$ cat config.mk
export PLATFORM = sky130hd
export DESIGN_NAME = cpu_muldiv_ctrl_flat
export DESIGN_NICKNAME = d
export VERILOG_FILES = /design/src/rtl/cpu_muldiv_ctrl_if.sv /design/src/rtl/cpu_muldiv_ctrl.sv /design/src/flat_wrapper.sv
export SDC_FILE = /design/constraint.sdc
export NUM_CORES = 1
export LEC_CHECK = 0
export CAP_MARGIN = 0
export CORE_ASPECT_RATIO = 1.25
export CORE_MARGIN = 2
export CORE_UTILIZATION = 45
export DETAILED_ROUTE_END_ITERATION = 10
export HOLD_SLACK_MARGIN = 0.08
export PLACE_DENSITY = 0.73
export SYNTH_ARGS = -nofsm -noshare
export SYNTH_HDL_FRONTEND = slang
export SYNTH_SLANG_ARGS = --single-unit
$ cat constraint.sdc
create_clock -name clk -period 3.1 [get_ports clk]
set_input_delay 0.465 -clock clk [delete_from_list [all_inputs] [get_ports clk]]
set_output_delay 0.465 -clock clk [all_outputs]
set_load 0.1 [all_outputs]
$ cat src/rtl/cpu_muldiv_ctrl_if.sv
// Handshake/bus bundle between the EX stage and the mul/div sequencer.
interface cpu_muldiv_ctrl_if;
    logic        op_valid;
    logic [2:0]  op;
    logic [31:0] a;
    logic [31:0] b;
    logic        rd_req;
    logic        flush;
    logic [31:0] hi;
    logic [31:0] lo;
    logic        busy;
    logic        stall;

    modport master (
        output op_valid, op, a, b, rd_req, flush,
        input  hi, lo, busy, stall
    );

    modport slave (
        input  op_valid, op, a, b, rd_req, flush,
        output hi, lo, busy, stall
    );
endinterface

$ cat src/rtl/cpu_muldiv_ctrl.sv
// Iterative multiply/divide sequencer owning the HI/LO registers.
// Shift-add multiply and restoring divide on operand magnitudes, one
// step per cycle, followed by a single sign fix-up/writeback cycle.
module cpu_muldiv_ctrl #(
    parameter int unsigned ITER = 32
) (
    input logic              clk,
    input logic              clr_n,
    cpu_muldiv_ctrl_if.slave bus
);

    localparam int unsigned CW = $clog2(ITER);

    typedef enum logic [1:0] {IDLE, RUN, FIX} state_t;
    typedef enum logic [2:0] {
        OP_NONE, OP_MULT, OP_MULTU, OP_DIV, OP_DIVU, OP_MTHI, OP_MTLO, OP_RSVD
    } op_t;

    state_t      state;
    state_t      state_nxt;
    op_t         op_dec;

    logic [CW-1:0] cnt;
    logic [31:0]   acc_hi;
    logic [31:0]   acc_lo;
    logic [31:0]   opb;
    logic          is_div;
    logic          neg_q;
    logic          neg_r;
    logic          dz;
    logic [31:0]   hi_r;
    logic [31:0]   lo_r;

    logic          start;
    logic          mthi_we;
    logic          mtlo_we;
    logic          fix_we;

    logic          signed_op;
    logic          div_op;
    logic [31:0]   a_mag;
    logic [31:0]   b_mag;

    logic [32:0]   mul_sum;
    logic [32:0]   div_shift;
    logic [33:0]   div_diff;

    logic [63:0]   prod;
    logic [63:0]   prod_fix;
    logic [31:0]   quo_fix;
    logic [31:0]   rem_fix;

    assign op_dec    = op_t'(bus.op);
    assign signed_op = (op_dec == OP_MULT) || (op_dec == OP_DIV);
    assign div_op    = (op_dec == OP_DIV) || (op_dec == OP_DIVU);
    assign a_mag     = (signed_op && bus.a[31]) ? -bus.a : bus.a;
    assign b_mag     = (signed_op && bus.b[31]) ? -bus.b : bus.b;

    assign bus.hi    = hi_r;
    assign bus.lo    = lo_r;
    assign bus.busy  = (state != IDLE);
    assign bus.stall = bus.busy && (bus.op_valid || bus.rd_req);

    // State register.
    always_ff @(posedge clk) begin
        if (!clr_n) begin
            state <= IDLE;
        end else begin
            state <= state_nxt;
        end
    end

    // Next-state and control strobes; flush overrides accept, MT* and writeback.
    always_comb begin
        state_nxt = state;
        start     = 1'b0;
        mthi_we   = 1'b0;
        mtlo_we   = 1'b0;
        fix_we    = 1'b0;
        if (bus.flush) begin
            state_nxt = IDLE;
        end else begin
            case (state)
                IDLE: begin
                    if (bus.op_valid) begin
                        case (op_dec)
                            OP_MULT, OP_MULTU, OP_DIV, OP_DIVU: begin
                                start     = 1'b1;
                                state_nxt = RUN;
                            end
                            OP_MTHI: mthi_we = 1'b1;
                            OP_MTLO: mtlo_we = 1'b1;
                            default: ;
                        endcase
                    end
                end
                RUN: begin
                    if (cnt == '0) begin
                        state_nxt = FIX;
                    end
                end
                FIX: begin
                    fix_we    = 1'b1;
                    state_nxt = IDLE;
                end
                default: state_nxt = IDLE;
            endcase
        end
    end

    // One iteration step: shift-add for multiply, restoring subtract for divide.
    always_comb begin
        mul_sum   = {1'b0, acc_hi} + (acc_lo[0] ? {1'b0, opb} : '0);
        div_shift = {acc_hi, acc_lo[31]};
        div_diff  = {1'b0, div_shift} - {2'b00, opb};
    end

    // Sign fix-up; a zero divisor keeps the all-ones quotient so the
    // remainder path alone restores the original dividend into HI.
    always_comb begin
        prod     = {acc_hi, acc_lo};
        prod_fix = neg_q ? -prod : prod;
        quo_fix  = (neg_q && !dz) ? -acc_lo : acc_lo;
        rem_fix  = neg_r ? -acc_hi : acc_hi;
    end

    // Operand latch and iteration datapath.
    always_ff @(posedge clk) begin
        if (!clr_n) begin
            cnt    <= '0;
            acc_hi <= '0;
            acc_lo <= '0;
            opb    <= '0;
            is_div <= 1'b0;
            neg_q  <= 1'b0;
            neg_r  <= 1'b0;
            dz     <= 1'b0;
        end else if (start) begin
            cnt    <= CW'(ITER - 1);
            acc_hi <= '0;
            acc_lo <= div_op ? a_mag : b_mag;
            opb    <= div_op ? b_mag : a_mag;
            is_div <= div_op;
            neg_q  <= signed_op && (bus.a[31] ^ bus.b[31]);
            neg_r  <= signed_op && div_op && bus.a[31];
            dz     <= div_op && (bus.b == '0);
        end else if ((state == RUN) && !bus.flush) begin
            cnt <= cnt - 1'b1;
            if (is_div) begin
                if (!div_diff[33]) begin
                    acc_hi <= div_diff[31:0];
                    acc_lo <= {acc_lo[30:0], 1'b1};
                end else begin
                    acc_hi <= div_shift[31:0];
                    acc_lo <= {acc_lo[30:0], 1'b0};
                end
            end else begin
                acc_hi <= mul_sum[32:1];
                acc_lo <= {mul_sum[0], acc_lo[31:1]};
            end
        end
    end

    // Architectural HI/LO registers.
    always_ff @(posedge clk) begin
        if (!clr_n) begin
            hi_r <= '0;
            lo_r <= '0;
        end else if (mthi_we) begin
            hi_r <= bus.a;
        end else if (mtlo_we) begin
            lo_r <= bus.a;
        end else if (fix_we) begin
            hi_r <= is_div ? rem_fix : prod_fix[63:32];
            lo_r <= is_div ? quo_fix : prod_fix[31:0];
        end
    end

endmodule

$ cat src/flat_wrapper.sv
// flat-port wrapper written by rule: the top's interface ports become plain ports
module cpu_muldiv_ctrl_flat 
#(
    parameter int unsigned ITER = 32
)
  (clk, clr_n, bus_op_valid, bus_op, bus_a, bus_b, bus_rd_req, bus_flush, bus_hi, bus_lo, bus_busy, bus_stall);
  cpu_muldiv_ctrl_if bus_i ();
  input logic clk;
  input logic clr_n;
  input wire logic [$bits(bus_i.op_valid)-1:0] bus_op_valid;
  input wire logic [$bits(bus_i.op)-1:0] bus_op;
  input wire logic [$bits(bus_i.a)-1:0] bus_a;
  input wire logic [$bits(bus_i.b)-1:0] bus_b;
  input wire logic [$bits(bus_i.rd_req)-1:0] bus_rd_req;
  input wire logic [$bits(bus_i.flush)-1:0] bus_flush;
  output wire logic [$bits(bus_i.hi)-1:0] bus_hi;
  output wire logic [$bits(bus_i.lo)-1:0] bus_lo;
  output wire logic [$bits(bus_i.busy)-1:0] bus_busy;
  output wire logic [$bits(bus_i.stall)-1:0] bus_stall;
  assign bus_i.op_valid = bus_op_valid;
  assign bus_i.op = bus_op;
  assign bus_i.a = bus_a;
  assign bus_i.b = bus_b;
  assign bus_i.rd_req = bus_rd_req;
  assign bus_i.flush = bus_flush;
  assign bus_hi = bus_i.hi;
  assign bus_lo = bus_i.lo;
  assign bus_busy = bus_i.busy;
  assign bus_stall = bus_i.stall;
  cpu_muldiv_ctrl #(.ITER(ITER)) u_core (.clk(clk), .clr_n(clr_n), .bus(bus_i));
endmodule
# Word level (Yosys, flattened, before mapping)
# Index checks and enable logic that the tools add are counted.
[totals] out_inout_bits=66 in_bits=72 reg_bits=171 elab_cells=102
[op_classes] eq_ne=12 n_bitwise=3 muxes=41 n_reduce_logical=27 addsub=8
[op_table] cell="32-bit two-way mux" count=19
[op_table] cell="32-bit negator" count=4
[op_table] cell="64-bit two-way mux" count=1
[op_table] cell="64-bit negator" count=1
[op_table] cell="33-bit by 32-bit subtractor with 34-bit output" count=1
[op_table] cell="32-bit by 33-bit adder with 33-bit output" count=1
[op_table] cell="32-bit zero test" count=1
[op_table] cell="1-bit two-way mux" count=15
[op_table] cell="5-bit two-way mux" count=2
[op_table] cell="3-bit == test (second input constant)" count=3
[op_table] cell="1-bit logical AND" count=9
[op_table] cell="2-bit nonzero test" count=4
[op_table] cell="3-bit by 2-bit == test with 1-bit output (second input constant)" count=2
[op_table] cell="2-bit two-way mux" count=3
[op_table] cell="5-bit zero test" count=1
[op_table] cell="5-bit by 1-bit subtractor with 5-bit output (second input constant)" count=1
[op_table] cell="2-bit by 1-bit inequality test with 1-bit output (second input constant)" count=2
[op_table] cell="2-bit inequality test (second input constant)" count=2
[op_table] cell="2-bit one-hot mux with 2 select lines" count=1
[op_table] cell="2-bit AND reduction" count=2
[op_table] cell="2-bit OR reduction" count=2
[op_table] cell="4-bit OR reduction" count=1
[op_table] cell="3-bit by 1-bit == test with 1-bit output (second input constant)" count=1
[op_table] cell="1-bit logical OR" count=3
[op_table] cell="other kinds (7)" count=9

# Longest topological paths before layout
# Gate-level depths: netlist of run 1.
[logic_depth] word_depth=7 depth_mapped=14 ltp_nobuf=12

# Worst setup path after synthesis of run 1
# OpenSTA, ideal clock, no wires.
[synth_timing] kind="reg-to-reg" startpoint="reg u_core.acc_lo[0]" endpoint="reg u_core.acc_hi[23]" path_stages_with_launch=14 arrival_ns=2.968 path_buffers=1 setup_slack_ns=0.011 setup_time_ns=0.121 path_cell_list="dfxtp_1 > inv_1 > buf_1 > nor2_1 > ha_1 > a21o_1 > a31o_2 > a31oi_1 > o211ai_1 > a311o_1 > a31o_2 > or2_2 > a31oi_1 > a21oi_1"
[synth_between] elab_chain_cells=3
[synth_lines] item="from (decl)" line_no="cpu_muldiv_ctrl.sv:25" rtl="logic [31:0] acc_lo;"
[synth_lines] item="from (signal assigned)" line_no="cpu_muldiv_ctrl.sv:141" rtl="acc_lo <= div_op ? a_mag : b_mag;"
[synth_lines] item="from (signal assigned)" line_no="cpu_muldiv_ctrl.sv:152" rtl="acc_lo <= {acc_lo[30:0], 1'b1};"
[synth_lines] item="from (signal assigned)" line_no="cpu_muldiv_ctrl.sv:155" rtl="acc_lo <= {acc_lo[30:0], 1'b0};"
[synth_lines] item="32-bit two-way mux" line_no="cpu_muldiv_ctrl.sv:113" rtl="mul_sum = {1'b0, acc_hi} + (acc_lo[0] ? {1'b0, opb} : '0);"
[synth_lines] item="32-bit by 33-bit adder with 33-bit output" line_no="cpu_muldiv_ctrl.sv:113"
[synth_lines] item="32-bit two-way mux" line_no="cpu_muldiv_ctrl.sv:149" rtl="if (is_div) begin"
[synth_lines] item="to (signal assigned)" line_no="cpu_muldiv_ctrl.sv:151" rtl="acc_hi <= div_diff[31:0];"
[synth_lines] item="to (signal assigned)" line_no="cpu_muldiv_ctrl.sv:154" rtl="acc_hi <= div_shift[31:0];"
[synth_lines] item="to (signal assigned)" line_no="cpu_muldiv_ctrl.sv:158" rtl="acc_hi <= mul_sum[32:1];"
[synth_lines] item="to (decl)" line_no="cpu_muldiv_ctrl.sv:24" rtl="logic [31:0] acc_hi;"
# No other way between the ends.
# A chain may end at the register's enable or synchronous reset.

# Worst setup path after layout of run 1
# Ends and elaborated chain as after synthesis.

==> results of run 1 <==
## per-stage QoR
step | setup TNS [ps] | setup slack [ps]
3_3_place_gp | -4450 | -258
3_5_place_dp | -5710 | -299
6_report | 0 | 58.8
4_1_cts | -7.79 | -4.68
2_1_floorplan | 0 | 11.2
5_1_grt | -151 | -59.4
## registers in the layout, summed over array words and instances (netlist names)
register       count
u_core.acc_hi     32
u_core.acc_lo     32
u_core.bus.hi     32
u_core.bus.lo     32
u_core.opb        32
u_core.cnt         5
u_core.state       2
u_core.dz          1
u_core.is_div      1
u_core.neg_q       1
u_core.neg_r       1
## worst max-delay path, cell delays in order, from the launching register on
cell,delay [ps]
sky130_fd_sc_hd__dfxtp_2,340
sky130_fd_sc_hd__and2_4,140
sky130_fd_sc_hd__ha_4,160
sky130_fd_sc_hd__fa_2,380
sky130_fd_sc_hd__a21o_1,190
sky130_fd_sc_hd__a31o_4,250
sky130_fd_sc_hd__a31oi_4,200
sky130_fd_sc_hd__o211ai_1,170
sky130_fd_sc_hd__a311o_1,400
sky130_fd_sc_hd__a31o_2,230
sky130_fd_sc_hd__or2_4,220
sky130_fd_sc_hd__a31oi_1,160
sky130_fd_sc_hd__a21oi_1,80
## where the power goes
part	total (W)	switching, W	leakage (nW)	internal (W)
Clock	0.00219	0.00104	0.271	0.00116
Sequential	0.00239	0.000105	1.39	0.00228
Combinational	0.00256	0.00147	6.25	0.00109
Total	0.00714	0.00261	7.91	0.00452
## worst min path at each step
stage,from,to,cells after the start
5_1_grt,u_core.opb[22],u_core.opb[22],2
2_1_floorplan,u_core.opb[12],u_core.opb[12],2
4_1_cts,u_core.opb[22],u_core.opb[22],2
3_3_place_gp,u_core.opb[22],u_core.opb[22],2
6_report,u_core.opb[22],u_core.opb[22],2
3_5_place_dp,u_core.opb[18],u_core.opb[18],2
## kinds of logic after synthesis
kind of cell	Yosys count	synth area share [%]
flip-flops	171	23.2
AO/OA/AOI/OAI	699	31.0
multiplexers	46	3.28
adder cells (fa/ha/maj)	72	6.21
buffers and inverters	192	5.25
XOR/XNOR	167	9.92
AND/OR/NAND/NOR	613	21.1
## cell usage in the layout (no fill, tap or decap), types with 16 or more instances in the layout
| cell type | synthesis | layout |
|---|---|---|
| sky130_fd_sc_hd__nor2b_1 | 53 | 53 |
| sky130_fd_sc_hd__ha_1 | 70 | 68 |
| sky130_fd_sc_hd__clkbuf_16 | 0 | 18 |
| sky130_fd_sc_hd__clkdlybuf4s50_1 | 0 | 70 |
| sky130_fd_sc_hd__nor4_1 | 21 | 18 |
| sky130_fd_sc_hd__a22o_1 | 16 | 16 |
| sky130_fd_sc_hd__xor2_1 | 76 | 76 |
| sky130_fd_sc_hd__nand4_1 | 20 | 20 |
| sky130_fd_sc_hd__xnor2_1 | 91 | 91 |
| sky130_fd_sc_hd__nand3_1 | 24 | 24 |
| sky130_fd_sc_hd__a211oi_1 | 47 | 46 |
| sky130_fd_sc_hd__o21ai_0 | 144 | 134 |
| sky130_fd_sc_hd__dfxtp_1 | 171 | 167 |
| sky130_fd_sc_hd__o211a_1 | 16 | 16 |
| sky130_fd_sc_hd__a21boi_0 | 20 | 20 |
| sky130_fd_sc_hd__nor2_1 | 186 | 183 |
| sky130_fd_sc_hd__and2_1 | 39 | 37 |
| sky130_fd_sc_hd__a22oi_1 | 24 | 24 |
| sky130_fd_sc_hd__inv_1 | 57 | 56 |
| sky130_fd_sc_hd__a21oi_1 | 200 | 197 |
| sky130_fd_sc_hd__mux2i_1 | 27 | 27 |
| sky130_fd_sc_hd__nand2_1 | 134 | 133 |
| sky130_fd_sc_hd__o221ai_1 | 24 | 23 |
| sky130_fd_sc_hd__buf_4 | 1 | 333 |
| sky130_fd_sc_hd__mux2_2 | 19 | 19 |
| sky130_fd_sc_hd__nor3_1 | 36 | 35 |
| sky130_fd_sc_hd__o22ai_1 | 19 | 19 |
| sky130_fd_sc_hd__a21o_1 | 35 | 35 |
## final cells by class
type / count / area share [%]
Clock buffer: 19 / 2.40
Clock inverter: 12 / 0.608
Inverter: 58 / 1.15
Multi-Input combinational cell: 1597 / 57.0
Sequential cell: 171 / 18.1
Tap cell: 418 / 2.76
Timing Repair Buffer: 414 / 18.0
## routing by layer
| layer | track usage, % | vias up | part of all wire [%] |
|---|---|---|---|
| met1 | 37.5 | 8084 | 36 |
| li1 | - | 7759 | - |
| met5 | 0 | - | 0 |
| met3 | 4.83 | 230 | 5.8 |
| met2 | 64.1 | 736 | 50 |
| met4 | 26.1 | 0 | 8.1 |
## what timing repair did
item,in CTS,in global routing
setup endpoints to repair,12,49
setup buffers,0,6
gates resized for setup,13,48
pin swaps,3,19
==> impl.org, run 1 <==
** Status
- The run finished with clean final reports.

** Critical path
- Required time of the critical path :: roughly 3500 ps
- For the worst setup path, the data arrival time is 3390 ps.
- Measured in cells, the most critical reg-to-reg path has a length of 12.
- Endpoint of the worst-slack reg-to-reg timing path :: u_core.acc_hi[23]
- Worst reg-to-reg setup slack :: 60 ps
- The critical path is of the flop to flop type.
- Along the worst path, the maximum fanout reaches 3.
- The worst register-to-register path begins at u_core.acc_lo[0].
- STA classifies the critical path endpoint as a flop.
- Element type at the critical path start :: flop
- In this run the worst setup path terminates at u_core.acc_hi[23].
- The critical path starts at u_core.acc_lo[0].

** Synth
- Post-Synthesis Cell Area :: ~15000 um2
- After synthesis, the share of flip-flops with an asynchronous set or reset is 0%.
- Gate count of the mapped netlist :: ~2000
- Top cell type's share of synthesized area :: 23.2%
- Counting flops with a built-in enable in the synthesized netlist gives 0.
- The Yosys step of the flow raised 0 warnings.
- Ranked by total cell area, the synthesized netlist is headed by sky130_fd_sc_hd__dfxtp_1 23%, sky130_fd_sc_hd__a21oi_1 6.8%, sky130_fd_sc_hd__ha_1 5.9%.
- After synthesis, the most frequently instantiated cells are 200 x sky130_fd_sc_hd__a21oi_1, 186 x sky130_fd_sc_hd__nor2_1, 171 x sky130_fd_sc_hd__dfxtp_1, 144 x sky130_fd_sc_hd__o21ai_0, 134 x sky130_fd_sc_hd__nand2_1.
- After synthesis, the netlist uses 90 different library cells.
- Cell accounting for the most synthesized area :: sky130_fd_sc_hd__dfxtp_1
- Syn_nets :: 2104
- For this run, the leading register cell type out of synthesis is sky130_fd_sc_hd__dfxtp_1.
- Each instance of the synthesized netlist takes up on average 7.52 um2.
- Counting flops and latches in the post-synthesis netlist gives 171.
- Most repeated cell in the gate-level netlist after synthesis :: sky130_fd_sc_hd__a21oi_1
- Sequential fraction of the synthesis area :: 23.2%

** Timing
- Setup violation total in the final timing report :: 0
- The worst pin sits at a relative slew slack of 43.3%.
- At the pin with the least slew margin, the transition time is 850 ps.
- Post-layout minimum cycle time :: 3040 ps
- For the final database, setup skew stands at 11.1 ps.
- Based on the critical path, the design can be clocked at up to 329 MHz.
- Setup repair after global routing could not meet its margin everywhere.
- The final count of hold timing violations was 0.
- Hold WS :: 470 ps
- In the finished design, the share of the clock period the worst path needs comes to just under 100%.
- Final number of max-transition violations :: 0

** Finish
- Total number of nets in the final design :: approximately 2400
- The number of antenna diodes in the final layout is 0.
- Finished Cell Area :: 18900 um2
- The finished layout holds 2689 standard cells, fillers aside.
- In the final layout, the multi-input gates occupy 10800 um2.
- Cells with a size suffix above 1 make up 21.0% of the layout.
- Layout overhead on the synthesized area :: 28.4%
- Footprint of the flip-flops and latches :: 3430 um2
- After filler insertion, the fill cell instance count of the layout stands at 2979.
- Final core occ :: 58.2%

** Clock network
- CTS placed an instance of sky130_fd_sc_hd__clkbuf_16 at the clock tree root.
- For this design, the CTS-stage hold fixing added 0 buffers.
- Buffers from clock root to sink, at most :: 2
- Number of sinks driven by the clock tree :: 171
- The H-tree was split into 4 levels.
- Number of buffers created by CTS :: 17
- TritonCTS built the clock tree.
- Clock slew at the register clock pins of the worst setup and hold paths :: 80 ps
- For the worst-skew pair, the clock arrives at the later sink with an insertion delay of 470 ps.

** Global route
- The first global-routing pass estimated 93100 um of wire.
- The number of antenna violations at the first check in global routing is 0.
- Grt total ovfl :: 0
- Largest net degree at the start of global routing :: 90
- Global router's overall resource usage :: 35.3%
- The via count of the first global-routing pass came to 16200.

** Placement
- The placed instances occupy a cell area of 18100 um2.
- Total of buffers placed on input and output ports :: 137
- Final GP Congestion :: between 1 and 1.5
- Detailed placement ended at an HPWL of about 48000 um.
- Cell Count Post-Placement :: 2652

** Floorplanning
- Width of the chip :: around 170 um
- Die boundary height :: 206 um
- After floorplanning, the core was sized to cover between 30000 and 40000 um2.
- The floorplan step defined a die boundary enclosing 34200 um2.
- The initial utilization of the core area, before any placement, comes to 45.4%.
- In this run the core area contains 74 standard-cell rows.
- In this run the count of I/O pins placed on the die edge is 138.

** Detailed routing
- Once detail routing completed, the nets flagged for antenna violations numbered 0.
- In the final routed layout, each cell accounts on average for 23.3 um.
- DRC errors left :: 0
- In the routed layout, each cell is associated on average with a via count of between 6 and 7.
- The detailed router finished its first iteration with 1394 violations.
- The final route contains approximately 17000 vias.
- The pre-antenna-repair detailed-routing pass consisted of 5 iterations.
- Wires add up to ~63000 um.

** Flow run
- Across the run, the number of max-cap violations was 0.

** Pwr
- Total power of the final layout :: 0.00714 W
- PwrDens :: 377 nW/um2
- P_leak :: 7.91 nW
- VDD sags by at most about 0.31 mV.

** Worst hold path
- In this run the worst hold path is classified as flop to flop.
(Power assumes the default switching activity.)
==> inputs of run 2 (changes only) <==
- CORE_ASPECT_RATIO: 1.25 -> 1.5
- PLACE_DENSITY: 0.73 -> 0.68
- SKIP_CTS_REPAIR_TIMING: default -> 1
==> impl.org, run 2 (synthesized netlist as in run 1, its figures left out) <==
** Finish
- Total number of nets in the final design :: 2422 (was 2403)
- Layout overhead on the synthesized area :: 30.3% (was 28.4%)
- The area taken by flip-flops and latches is 3440 um2 (was 3430 um2).
- The number of fillers in the final layout came to 3016 (was 2979).
- The most common cell after layout, fill and taps aside was sky130_fd_sc_hd__buf_4 (unchanged).
- Antenna diode instance count :: 0 (unchanged)
- Area of the multi-input gates :: 10900 um2 (was 10800 um2)
- Fraction of layout instances using a drive strength above 1 :: 22.7% (was 21.0%)
- The final standard cell count with taps included and fillers excluded came to 2706 (was 2689).
- Top library cells by usage in the layout, fill and taps aside: 351 x sky130_fd_sc_hd__buf_4, 194 x sky130_fd_sc_hd__a21oi_1, 180 x sky130_fd_sc_hd__nor2_1, 163 x sky130_fd_sc_hd__dfxtp_1, 134 x sky130_fd_sc_hd__o21ai_0 (was 333 x sky130_fd_sc_hd__buf_4, 197 x sky130_fd_sc_hd__a21oi_1, 183 x sky130_fd_sc_hd__nor2_1, 167 x sky130_fd_sc_hd__dfxtp_1, 134 x sky130_fd_sc_hd__o21ai_0).

** Critical path
- The origin of the worst setup path was u_core.acc_lo[0] (unchanged).
- Required time of the critical path :: 3440 ps (was 3450 ps)
- The kind of launch point of the worst setup path was a flop (unchanged).
- The largest fanout of any net on the critical path came to 3 (unchanged).
- The data arrival time of the critical path was 3430 ps (was 3390 ps).
- CP endpoint kind :: flop (unchanged)
- Crit Reg-Reg Startpoint :: u_core.acc_lo[0] (unchanged)
- The critical path start-end classification is flop to flop (unchanged).

** Pwr
- The share of total power in the clock network was 31.2% (was 30.7%).
- Sequential group share of total power :: 32.9% (was 33.4%)
- The leakage power of the design came to 8.05 nW (was 7.91 nW).
- The worst-case vdd ir drop was 0.258 mV (was 0.308 mV).
- The overall power came to 0.00722 W (was 0.00714 W).
- The power share of the combinational group came to 35.9% (was 35.8%).
- P_int :: 0.00453 W (was 0.00452 W)
- The net switching share of the total power came to 37.2% (was 36.6%).
- PwrDens :: 376 nW/um2 (was 377 nW/um2)
- Net Switching :: 0.00269 W (was 0.00261 W)

** Placement
- Cell Count Post-Placement :: 2668 (was 2652)
- HPWL after detailed placement :: 49300 um (was 48500 um)
- The global placer's final weighted congestion was 1.01 (was 1.03).
- Total of buffers placed on input and output ports :: 137 (unchanged)

** Timing
- The worst-case hold slack was 475 ps (was 470 ps).
- The maximum operating frequency came to 324 MHz (was 329 MHz).
- The slew at the pin closest to its max-slew limit came to 1040 ps (was 850 ps).
- Setup violation total in the final timing report :: 0 (unchanged)
- The final count of hold timing violations is 0 (unchanged).
- The max-slew violation count came to 0 (unchanged).
- Setup_tns :: 0 ps (unchanged)
- Final worst clock skew :: 12.7 ps (was 11.1 ps)
- The post-route fraction of the period consumed by the critical path came to 99.6% (was 98.1%).
- The worst slew slack as a fraction of its limit was 30.0% (was 43.3%).
- The final critical path time including I/O delays and setup is 3090 ps (was 3040 ps).
- Setup repair after global routing missed its margin :: true (unchanged)

** Worst hold path
- The path class of the lowest-slack min-delay path is flop to flop (unchanged).
- The launch instance of the worst min-delay path is u_core.opb[23] (was u_core.opb[22]).

** Floorplanning
- The number of top-level pins came to 138 (unchanged).
- Number of standard-cell rows in the floorplan :: 81 (was 74)
- Overall die area :: 34300 um2 (was 34200 um2)
- The overall die width is 152 um (was 166 um).
- The y dimension of the die is 226 um (was 206 um).
- Area of the core :: 32400 um2 (was 32500 um2)
- The starting density of the core came to 45.5% (was 45.4%).

** Detailed routing
- The remaining design rule violation count was 0 (unchanged).
- Routed vias/inst :: 6.25 (about the same)
- The number of nets still failing antenna checks after routing came to 0 (unchanged).
- The final wirelength came to 64300 um (was 62800 um).
- The number of DRC violations after detailed-routing iteration 0 came to 1370 (was 1394).
- The detailed-route via count came to 16900 (was 16800).
- The number of optimization iterations in the first detailed-route pass came to 8 (was 5).
- WL per Instance :: 23.8 um (was 23.3 um)

** Clock network
- Number of buffers created by CTS :: 17 (unchanged)
- The clock net sink count was 171 (unchanged).
- The clock latency on the worst-skew pair is 460 ps (was 470 ps).
- Clock slew at the register clock pins of the worst setup and hold paths :: 80 ps (about the same)
- CTS H-tree lvls :: 4 (unchanged)
- The maximum root-to-sink buffer count was 2 (unchanged).
- Clock root buffer :: sky130_fd_sc_hd__clkbuf_16 (unchanged)
- The CTS tree is built (unchanged).

** Global route
- Grt total ovfl :: 0 (unchanged)
- Vias in the first global route :: 16400 (was 16200)
- The global-route usage over all layers was 37.1% (was 35.3%).
- The number of antenna violations at the first check in global routing came to 1 (was 0).
- The global-route wire length before repair came to 95100 um (was 93100 um).
- The pin count of the biggest net entering global routing came to 72 (was 90).

** Status
- Outcome :: complete, no violations (unchanged)

** Flow run
- The max-capacitance violation count came to 0 (unchanged).
-- run 2: critical path, stage by stage, from the launching register on --
cell,delay (ps)
sky130_fd_sc_hd__dfxtp_4,370
sky130_fd_sc_hd__and2_4,140
sky130_fd_sc_hd__ha_4,160
sky130_fd_sc_hd__fa_2,390
sky130_fd_sc_hd__a21o_1,210
sky130_fd_sc_hd__a31o_4,250
sky130_fd_sc_hd__a31oi_4,210
sky130_fd_sc_hd__o211ai_1,180
sky130_fd_sc_hd__a311o_1,360
sky130_fd_sc_hd__a31o_2,230
sky130_fd_sc_hd__or2_4,220
sky130_fd_sc_hd__a31oi_1,160
sky130_fd_sc_hd__a21oi_1,90
-- run 2: path summary, 6_finish.rpt --
check / end / slack [ps] / cells after the start
setup / recovery: u_core.acc_hi[23] / 10 / 12
hold / removal: u_core.opb[23] / 480 / 2
setup reg to reg: u_core.acc_hi[23] / 10 / 12
hold reg to reg: u_core.opb[23] / 480 / 2
-- run 2: metrics by stage --
step | worst slack [ps] | util [%] | cell area [um2]
after floorplan | 11.2 | - | 14700
after global placement | -305 | 56.1 | 18200
after detailed placement | -344 | 56.1 | 18200
after CTS | -281 | 57.9 | 18800
after global routing | -48.9 | 59.2 | 19200
final | 12.6 | 59.2 | 19200
-- run 2: cell type report --
cell class              instances  area share (%)
well taps                     415            2.70
repair buffers                433            18.6
flip-flops and latches        171            17.9
inverters                      58            1.16
clock buffers                  18            2.29
clock inverters                14           0.775
multi-input cells            1597            56.6
-- run 2: power by group through the flow --
| stage | logic (W) | clock network (W) | registers [W] |
|---|---|---|---|
| CTS | 0.00245 | 0.00226 | 0.00237 |
| floorplan | 0.00132 | 0 | 0.00249 |
| finish | 0.00259 | 0.00226 | 0.00238 |
| detailed placement | 0.00244 | 0 | 0.00242 |
| global placement | 0.00242 | 0 | 0.00242 |
| global route | 0.00275 | 0.00234 | 0.00238 |
-- run 2: routing by layer --
layer | track usage [%] | routed length [um] | vias to the layer above
met1 | 37.9 | 21500 | 7924
met4 | 33.6 | 7310 | 2
met3 | 7.84 | 4370 | 336
met5 | 0 | 9 | -
met2 | 62.3 | 31100 | 851
li1 | - | - | 7791
==> inputs of run 3 (changes only) <==
- SLEW_MARGIN: default -> 0
==> results of run 3 <==
Same layout as run 2: the final DEF is identical, and so are final timing and power.
